===== config.mk =====
export PLATFORM = sky130hd
export DESIGN_NAME = egr_tqu_mq
export DESIGN_NICKNAME = d
export VERILOG_FILES = /design/src/rtl/egr_tqu_mq.sv
export SDC_FILE = /design/constraint.sdc
export NUM_CORES = 2
export LEC_CHECK = 0
export CAP_MARGIN = 5
export CORE_MARGIN = 2
export CORE_UTILIZATION = 40
export CTS_CLUSTER_SIZE = 25
export DETAILED_ROUTE_END_ITERATION = 10
export GPL_TIMING_DRIVEN = 0
export PLACE_DENSITY = 0.62
export SYNTH_ARGS = -nofsm -noshare
export SYNTH_HDL_FRONTEND = slang
export SYNTH_SLANG_ARGS = --single-unit

===== constraint.sdc =====
create_clock -name clk -period 4.4 [get_ports clk]
set_input_delay 0.66 -clock clk [delete_from_list [all_inputs] [get_ports clk]]
set_output_delay 0.66 -clock clk [all_outputs]
set_load 0.02 [all_outputs]

===== src/rtl/egr_tqu_mq.sv =====
// Multi-queue egress tag queuing unit: NUM_Q FIFOs carved from one flop array, with per-queue flush.
// Optional feature macro: EGR_TQU_MQ_AFULL_EN (registered per-queue almost-full flags).
module egr_tqu_mq #(
  parameter int unsigned NUM_Q    = 8,
  parameter int unsigned DEPTH    = 16,
  parameter int unsigned TAG_W    = 20,
  parameter int unsigned AFULL_TH = 12,
  localparam int unsigned QID_W   = $clog2(NUM_Q),
  localparam int unsigned PTR_W   = $clog2(DEPTH),
  localparam int unsigned CNT_W   = PTR_W + 1
) (
  input  logic                     clk,
  input  logic                     rst_n,
  input  logic                     enq_valid,
  input  logic [QID_W-1:0]         enq_qid,
  input  logic [TAG_W-1:0]         enq_tag,
  output logic                     enq_ready,
  input  logic                     deq_req,
  input  logic [QID_W-1:0]         deq_qid,
  output logic                     deq_rsp_vld,
  output logic                     deq_rsp_empty,
  output logic [TAG_W-1:0]         deq_rsp_tag,
  input  logic                     flush_req,
  input  logic [QID_W-1:0]         flush_qid,
  output logic [NUM_Q*CNT_W-1:0]   q_cnt,
  output logic [NUM_Q-1:0]         q_afull
);

  localparam int unsigned AW      = QID_W + PTR_W;
  localparam int unsigned ENTRIES = NUM_Q * DEPTH;

  logic [TAG_W-1:0] mem_q [ENTRIES];

  logic [PTR_W-1:0] head_q [NUM_Q];
  logic [PTR_W-1:0] head_d [NUM_Q];
  logic [PTR_W-1:0] tail_q [NUM_Q];
  logic [PTR_W-1:0] tail_d [NUM_Q];
  logic [CNT_W-1:0] cnt_q  [NUM_Q];
  logic [CNT_W-1:0] cnt_d  [NUM_Q];

  logic             rsp_vld_q, rsp_vld_d;
  logic             rsp_empty_q, rsp_empty_d;
  logic [TAG_W-1:0] rsp_tag_q, rsp_tag_d;

  logic             enq_hit;
  logic             deq_hit;
  logic [AW-1:0]    waddr;
  logic [AW-1:0]    raddr;
  logic             enq_this;
  logic             deq_this;

  assign enq_ready = (cnt_q[enq_qid] != CNT_W'(DEPTH));
  assign waddr     = {enq_qid, tail_q[enq_qid]};
  assign raddr     = {deq_qid, head_q[deq_qid]};

  // A flush of the same queue wins over enqueue and dequeue in that cycle.
  always_comb begin
    enq_hit     = enq_valid && enq_ready && !(flush_req && (flush_qid == enq_qid));
    deq_hit     = deq_req && (cnt_q[deq_qid] != '0) && !(flush_req && (flush_qid == deq_qid));
    rsp_vld_d   = deq_req;
    rsp_empty_d = deq_req && !deq_hit;
    rsp_tag_d   = deq_hit ? mem_q[raddr] : '0;
    enq_this    = 1'b0;
    deq_this    = 1'b0;
    for (int q = 0; q < NUM_Q; q++) begin
      head_d[q] = head_q[q];
      tail_d[q] = tail_q[q];
      cnt_d[q]  = cnt_q[q];
      enq_this  = enq_hit && (enq_qid == QID_W'(q));
      deq_this  = deq_hit && (deq_qid == QID_W'(q));
      if (flush_req && (flush_qid == QID_W'(q))) begin
        head_d[q] = '0;
        tail_d[q] = '0;
        cnt_d[q]  = '0;
      end else begin
        if (enq_this) tail_d[q] = tail_q[q] + PTR_W'(1);
        if (deq_this) head_d[q] = head_q[q] + PTR_W'(1);
        cnt_d[q] = cnt_q[q] + CNT_W'(enq_this) - CNT_W'(deq_this);
      end
    end
  end

  // Tag storage is deliberately left unreset.
  always_ff @(posedge clk) begin
    if (rst_n && enq_hit) mem_q[waddr] <= enq_tag;
  end

  always_ff @(posedge clk) begin
    if (!rst_n) begin
      for (int q = 0; q < NUM_Q; q++) begin
        head_q[q] <= '0;
        tail_q[q] <= '0;
        cnt_q[q]  <= '0;
      end
      rsp_vld_q   <= 1'b0;
      rsp_empty_q <= 1'b0;
      rsp_tag_q   <= '0;
    end else begin
      for (int q = 0; q < NUM_Q; q++) begin
        head_q[q] <= head_d[q];
        tail_q[q] <= tail_d[q];
        cnt_q[q]  <= cnt_d[q];
      end
      rsp_vld_q   <= rsp_vld_d;
      rsp_empty_q <= rsp_empty_d;
      rsp_tag_q   <= rsp_tag_d;
    end
  end

  assign deq_rsp_vld   = rsp_vld_q;
  assign deq_rsp_empty = rsp_empty_q;
  assign deq_rsp_tag   = rsp_tag_q;

  always_comb begin
    q_cnt = '0;
    for (int q = 0; q < NUM_Q; q++) q_cnt[q*CNT_W +: CNT_W] = cnt_q[q];
  end

`ifdef EGR_TQU_MQ_AFULL_EN
  logic [NUM_Q-1:0] afull_q, afull_d;

  always_comb begin
    afull_d = '0;
    for (int q = 0; q < NUM_Q; q++) afull_d[q] = (cnt_d[q] >= CNT_W'(AFULL_TH));
  end

  always_ff @(posedge clk) begin
    if (!rst_n) afull_q <= '0;
    else        afull_q <= afull_d;
  end

  assign q_afull = afull_q;
`else
  logic unused_afull_th;
  assign unused_afull_th = ^32'(AFULL_TH);
  assign q_afull         = '0;
`endif

endmodule

-- After elaboration in Yosys (flattened, before gate mapping)
Memories as Yosys holds them, arrays and structs flattened. A register that Yosys moved wholly into a read port is not among the register bits.
Cells that the tools add are included.
- bitwise operators: 24
- add/sub/neg operators: 32
- equality and inequality tests: 24
- muxes and demuxes: 68
- reduce and logical (&&, ||, !) cells: 41
- operator list (kind ; number):
    4-bit two-way mux ; 48
    5-bit two-way mux ; 16
    4-bit by 1-bit adder with 4-bit output (second input constant) ; 16
    5-bit by 1-bit adder with 5-bit output ; 8
    5-bit by 1-bit subtractor with 5-bit output ; 8
    3-bit == test (second input constant) ; 12
    1-bit logical AND ; 32
    1-bit bitwise OR ; 24
    3-bit by 2-bit == test with 1-bit output (second input constant) ; 6
    3-bit by 1-bit == test with 1-bit output (second input constant) ; 3
    3-bit logical NOT ; 3
    3-bit == test ; 2
    5-bit != test (second input constant) ; 1
    5-bit nonzero test ; 1
    1-bit logical NOT ; 4
    1-bit two-way mux ; 4
    2-bit AND reduction ; 1
- flip-flop bits (word level): 2
- memories kept: 4
- bits in writable memories: 2664
- output and inout port bits: 71
- memories (memory ; depth ; bits a word ; rd ports ; clocked after memory_dff ; write ports ; line ; source):
    mem_q ; 128 ; 20 ; 1 ; 1 ; 1 ; 32 ; logic [TAG_W-1:0] mem_q [ENTRIES];
    cnt_q ; 8 ; 5 ; 10 ; 0 ; 8 ; 38 ; logic [CNT_W-1:0] cnt_q [NUM_Q];
    head_q ; 8 ; 4 ; 9 ; 0 ; 8 ; 34 ; logic [PTR_W-1:0] head_q [NUM_Q];
    tail_q ; 8 ; 4 ; 9 ; 0 ; 8 ; 36 ; logic [PTR_W-1:0] tail_q [NUM_Q];

-- Depth between registers and ports, before layout
- depth after elaboration: 9
- mapped depth: 18

-- Worst setup path after synthesis
No wires, ideal clock.
- kind: input -> register
- start: in deq_qid[2]
- end: mem cnt_q[2][4] in the netlist's numbering
- stages on the path: 17
- library setup time: 0.129 ns
- arrival time: 3.628 ns
- path slack: 0.643 ns
- path through: buf_2 inv_1 clkbuf_1 nor3_1 or3_1 clkbuf_1 nor3_1 ha_1 inv_1 ha_1 inv_1 fa_1 inv_1 a21o_1 a21oi_1 xnor2_1 nor2_1
- RTL lines (what ; line ; source):
    start, declared ; 19 ; input logic [QID_W-1:0] deq_qid,
    end, declared ; 38 ;

==> flow_summary.json <==
{
  "status": "finished, violations left",
  "violations": "capacitance limit, slew limit, setup timing",
  "rows": 190,
  "antenna_left": 0,
  "slowest_stage": "nor3_4",
  "p_switching_w": 0.0162,
  "ys_types": 63,
  "comb_power_share_pct": 11.2,
  "worstMarginPinSlew_ps": 1700,
  "p_int_w": 0.0435,
  "route.detailed.drc": 0,
  "pre_cts_ws_ps": -3510,
  "synthFlopType": "edfxtp_1",
  "synthToLayoutAreaGrowth_pct": 20.7,
  "antenna_found_initial": 65,
  "slew_violations": 30,
  "die_h_um": 522,
  "grt_pass1_wl_um": 683000,
  "crit_chain": "mux4_2 -> a2bb2oi_4 -> buf_12 -> and2_1 -> buf_6 -> buf_4 -> clkbuf_4 -> buf_2 -> nand2_1 -> a21oi_1 -> o21ai_0 -> o2111ai_2 -> nor3_4 -> a311oi_1",
  "hold_class": "in -> reg",
  "max_cap_violations": 3,
  "grt_max_degree": 104,
  "slowest_delay_ps": 670,
  "rsz0062_at_grt": "yes",
  "drt_iter0_drc": 15000,
  "clk_path_buf_depth": 4,
  "min_path_cells": 1,
  "cts_root_buffer": "clkbuf_16",
  "avgViaCountPerCell": 6.46,
  "dp_hpwl_um": 387000,
  "grt.total_usage_pct": 38.3,
  "clock_latency_ps": 1010,
  "clock-sinks": 2686,
  "first_pass_iters": 6,
  "required_ps": 5200,
  "pin_count": 105,
  "regArea_sq_um": 79400,
  "swShare_pct": 27.1,
  "yosysMostFrequentCell": "edfxtp_1",
  "cts_tree": "yes",
  "holdBufCountCts": 0,
  "ys_ff_latch": 2686,
  "ys_top_cells_by_area": "edfxtp_1 (72%), nand2_1 (7.4%), nand3_1 (3.5%), dfxtp_1 (2.3%), a311oi_1 (1.5%)",
  "ff2ff_path_depth": 14,
  "ir_worst_vdd_v": 0.000333,
  "period_minus_slack_ps": 4680,
  "yosysTopAreaCellShare_pct": 71.6,
  "fillers": 23000,
  "finalPower_w": 0.0596,
  "synth_area_sq_um": 107000,
  "slew_headroom_pct": -14.2,
  "wirelength_um": 537000,
  "routedWlPerCell_um": 43.1,
  "period_share_pct": 106,
  "clk_pin_slew_worst_paths_ps": 60,
  "async_flop_share_pct": 0,
  "coreArea_sq_um": 267000,
  "ys_seq_area_share_pct": 73.9,
  "layout_setup_ws_ps": -284,
  "io_buffers": 89,
  "start_kind": "flop",
  "initial_utilization_pct": 40.2,
  "crit_fanout": 10,
  "nets": 8730,
  "dieArea_sq_um": 273000,
  "yosysWarnings": 0,
  "leakage_nw": 43.4,
  "die_x_um": 522,
  "yosysTopAreaCell": "edfxtp_1",
  "setup_violations": 44,
  "finalWeightedCongestion": 1.07,
  "max_freq_mhz": 213,
  "fin_worst_hold_slack_ps": 75.9,
  "synth_edf_count": 2560,
  "path_class": "reg -> reg",
  "ys_top_cells_by_count": "edfxtp_1 (2560), nand2_1 (2127), nand3_1 (742)",
  "htreeDepth": 5,
  "cp.arrival_ps": 5490,
  "drive_above_1_share_pct": 16.3,
  "grt_pass1_vias": 72000,
  "multi_input_area_sq_um": 28200,
  "overflow": 0,
  "hold_violations": 0,
  "avgSynthCellArea_sq_um": 13.3,
  "fin_worst_skew_ps": 59.0,
  "clockPowerShare_pct": 41.5,
  "powerDensity_nw_per_um2": 460,
  "vias": 80400,
  "crit_path_end_kind": "flop",
  "numCtsBuffers": 293,
  "synth_cells": 8072,
  "sequentialPowerShare_pct": 47.3
}
[metal layers]
| layer | share of wire [%] | GRT usage (%) | wire length (um) | up-vias |
|---|---|---|---|---|
| met1 | 35 | 47.4 | 188000 | 40400 |
| met3 | 16 | 17.6 | 86700 | 1696 |
| met4 | 8.8 | 27.8 | 47300 | 22 |
| li1 | - | - | - | 31300 |
| met2 | 40 | 52.3 | 214000 | 7008 |
| met5 | 0.085 | 0.509 | 456 | - |
[sequential cells by signal, summed over array words and instances, names as in the netlist]
signal and flops:
deq_rsp_tag 20, tail_q 32, head_q 32, mem_q 2560, cnt_q 40, deq_rsp_vld 1, deq_rsp_empty 1
[power by group through the flow]
stage,logic (W),registers (W),clock network [W]
2_1_floorplan,0.00225,0.0288,0
3_3_place_gp,0.00562,0.0289,0
3_5_place_dp,0.00584,0.0287,0
4_1_cts,0.00622,0.0282,0.0246
5_1_grt,0.00660,0.0282,0.0256
6_report,0.00669,0.0282,0.0247
[path summary, 6_finish.rpt]
| path | from | endpoint | slack, ps |
|---|---|---|---|
| worst min-delay path | enq_tag[14] | mem_q[50][14]$_DFFE_PP_ | 80 |
| worst min register to register | head_q[6][3]$_SDFFE_PP0P_ | head_q[6][3]$_SDFFE_PP0P_ | 520 |
| worst max-delay path | head_q[7][1]$_SDFFE_PP0P_ | deq_rsp_tag[19]$_SDFF_PN0_ | -280 |
| worst max register to register | head_q[7][1]$_SDFFE_PP0P_ | deq_rsp_tag[19]$_SDFF_PN0_ | -280 |
[through the flow]
stage / cells / area, sq um / TNS, ps / util, %
6_report: 12400 / 130000 / -4030 / 48.5
4_1_cts: 12400 / 129000 / -316 / 48.3
5_1_grt: 12400 / 130000 / -129 / 48.5
3_5_place_dp: 11900 / 117000 / -993510 / 43.7
3_3_place_gp: 11700 / 113000 / -9591060 / 42.2
2_1_floorplan: 8079 / 107000 / 0 / -
[placed cells by master, fill, tap and decap left out, types with 34 or more instances in the layout]
master / count
xor2_1: 52
a32oi_1: 78
clkdlybuf4s50_1: 68
clkinv_1: 60
nand2_1: 2112
nor2_1: 129
inv_1: 71
nor2_4: 129
nand3_1: 731
xnor2_1: 34
a21oi_1: 88
buf_2: 111
buf_6: 77
edfxtp_1: 2560
dfxtp_1: 126
a211oi_1: 144
ha_1: 56
clkbuf_16: 296
clkinv_2: 46
clkbuf_2: 99
a311oi_1: 159
buf_16: 53
and3_1: 209
clkbuf_4: 65
clkbuf_1: 130
buf_12: 68
nand4_1: 73
mux2i_1: 125
a31oi_1: 139
buf_4: 130
o21ai_0: 40
[cell type report]
cell class              instances  share of cell area (%)
clock inverters               167                    1.34
repair buffers                254                    3.26
multi-input cells            4780                    21.8
plain buffers                 545                    2.81
inverters                      72                   0.212
well taps                    3552                    3.43
clock buffers                 361                    5.92
flip-flops and latches       2686                    61.2
diodes                         27                  0.0521
[repair_timing]
item	in CTS	in global routing
endpoints found under the setup margin	1104	393
pin swaps	48	34
gates resized for setup	787	102
buffers inserted	8	8
cloned	0	8
hold endpoints to repair	0	0
[cells by family (layout without fill, tap and decap cells)]
family | after synthesis | in the layout | share of synthesized area, %
AO/OA/AOI/OAI | 938 | 938 | 6.43
XOR/XNOR | 86 | 86 | 0.701
adder cells (fa/ha/maj) | 64 | 64 | 0.801
buffers and inverters | 621 | 1399 | 2.60
flip-flops | 2686 | 2686 | 73.9
multiplexers | 144 | 144 | 1.47
other | 1 | 35 | 0.00349
AND/OR/NAND/NOR | 3532 | 3540 | 14.1
[worst max-delay path: cells and delay by family (launching register included)]
| family | cells | cell delay, ps |
|---|---|---|
| flops | 1 | 360 |
| simple gates | 3 | 970 |
| compound gates | 5 | 1340 |
| buf+inv | 5 | 1140 |
| mux | 1 | 580 |
No activity file was read; power rests on OpenSTA's default activity.
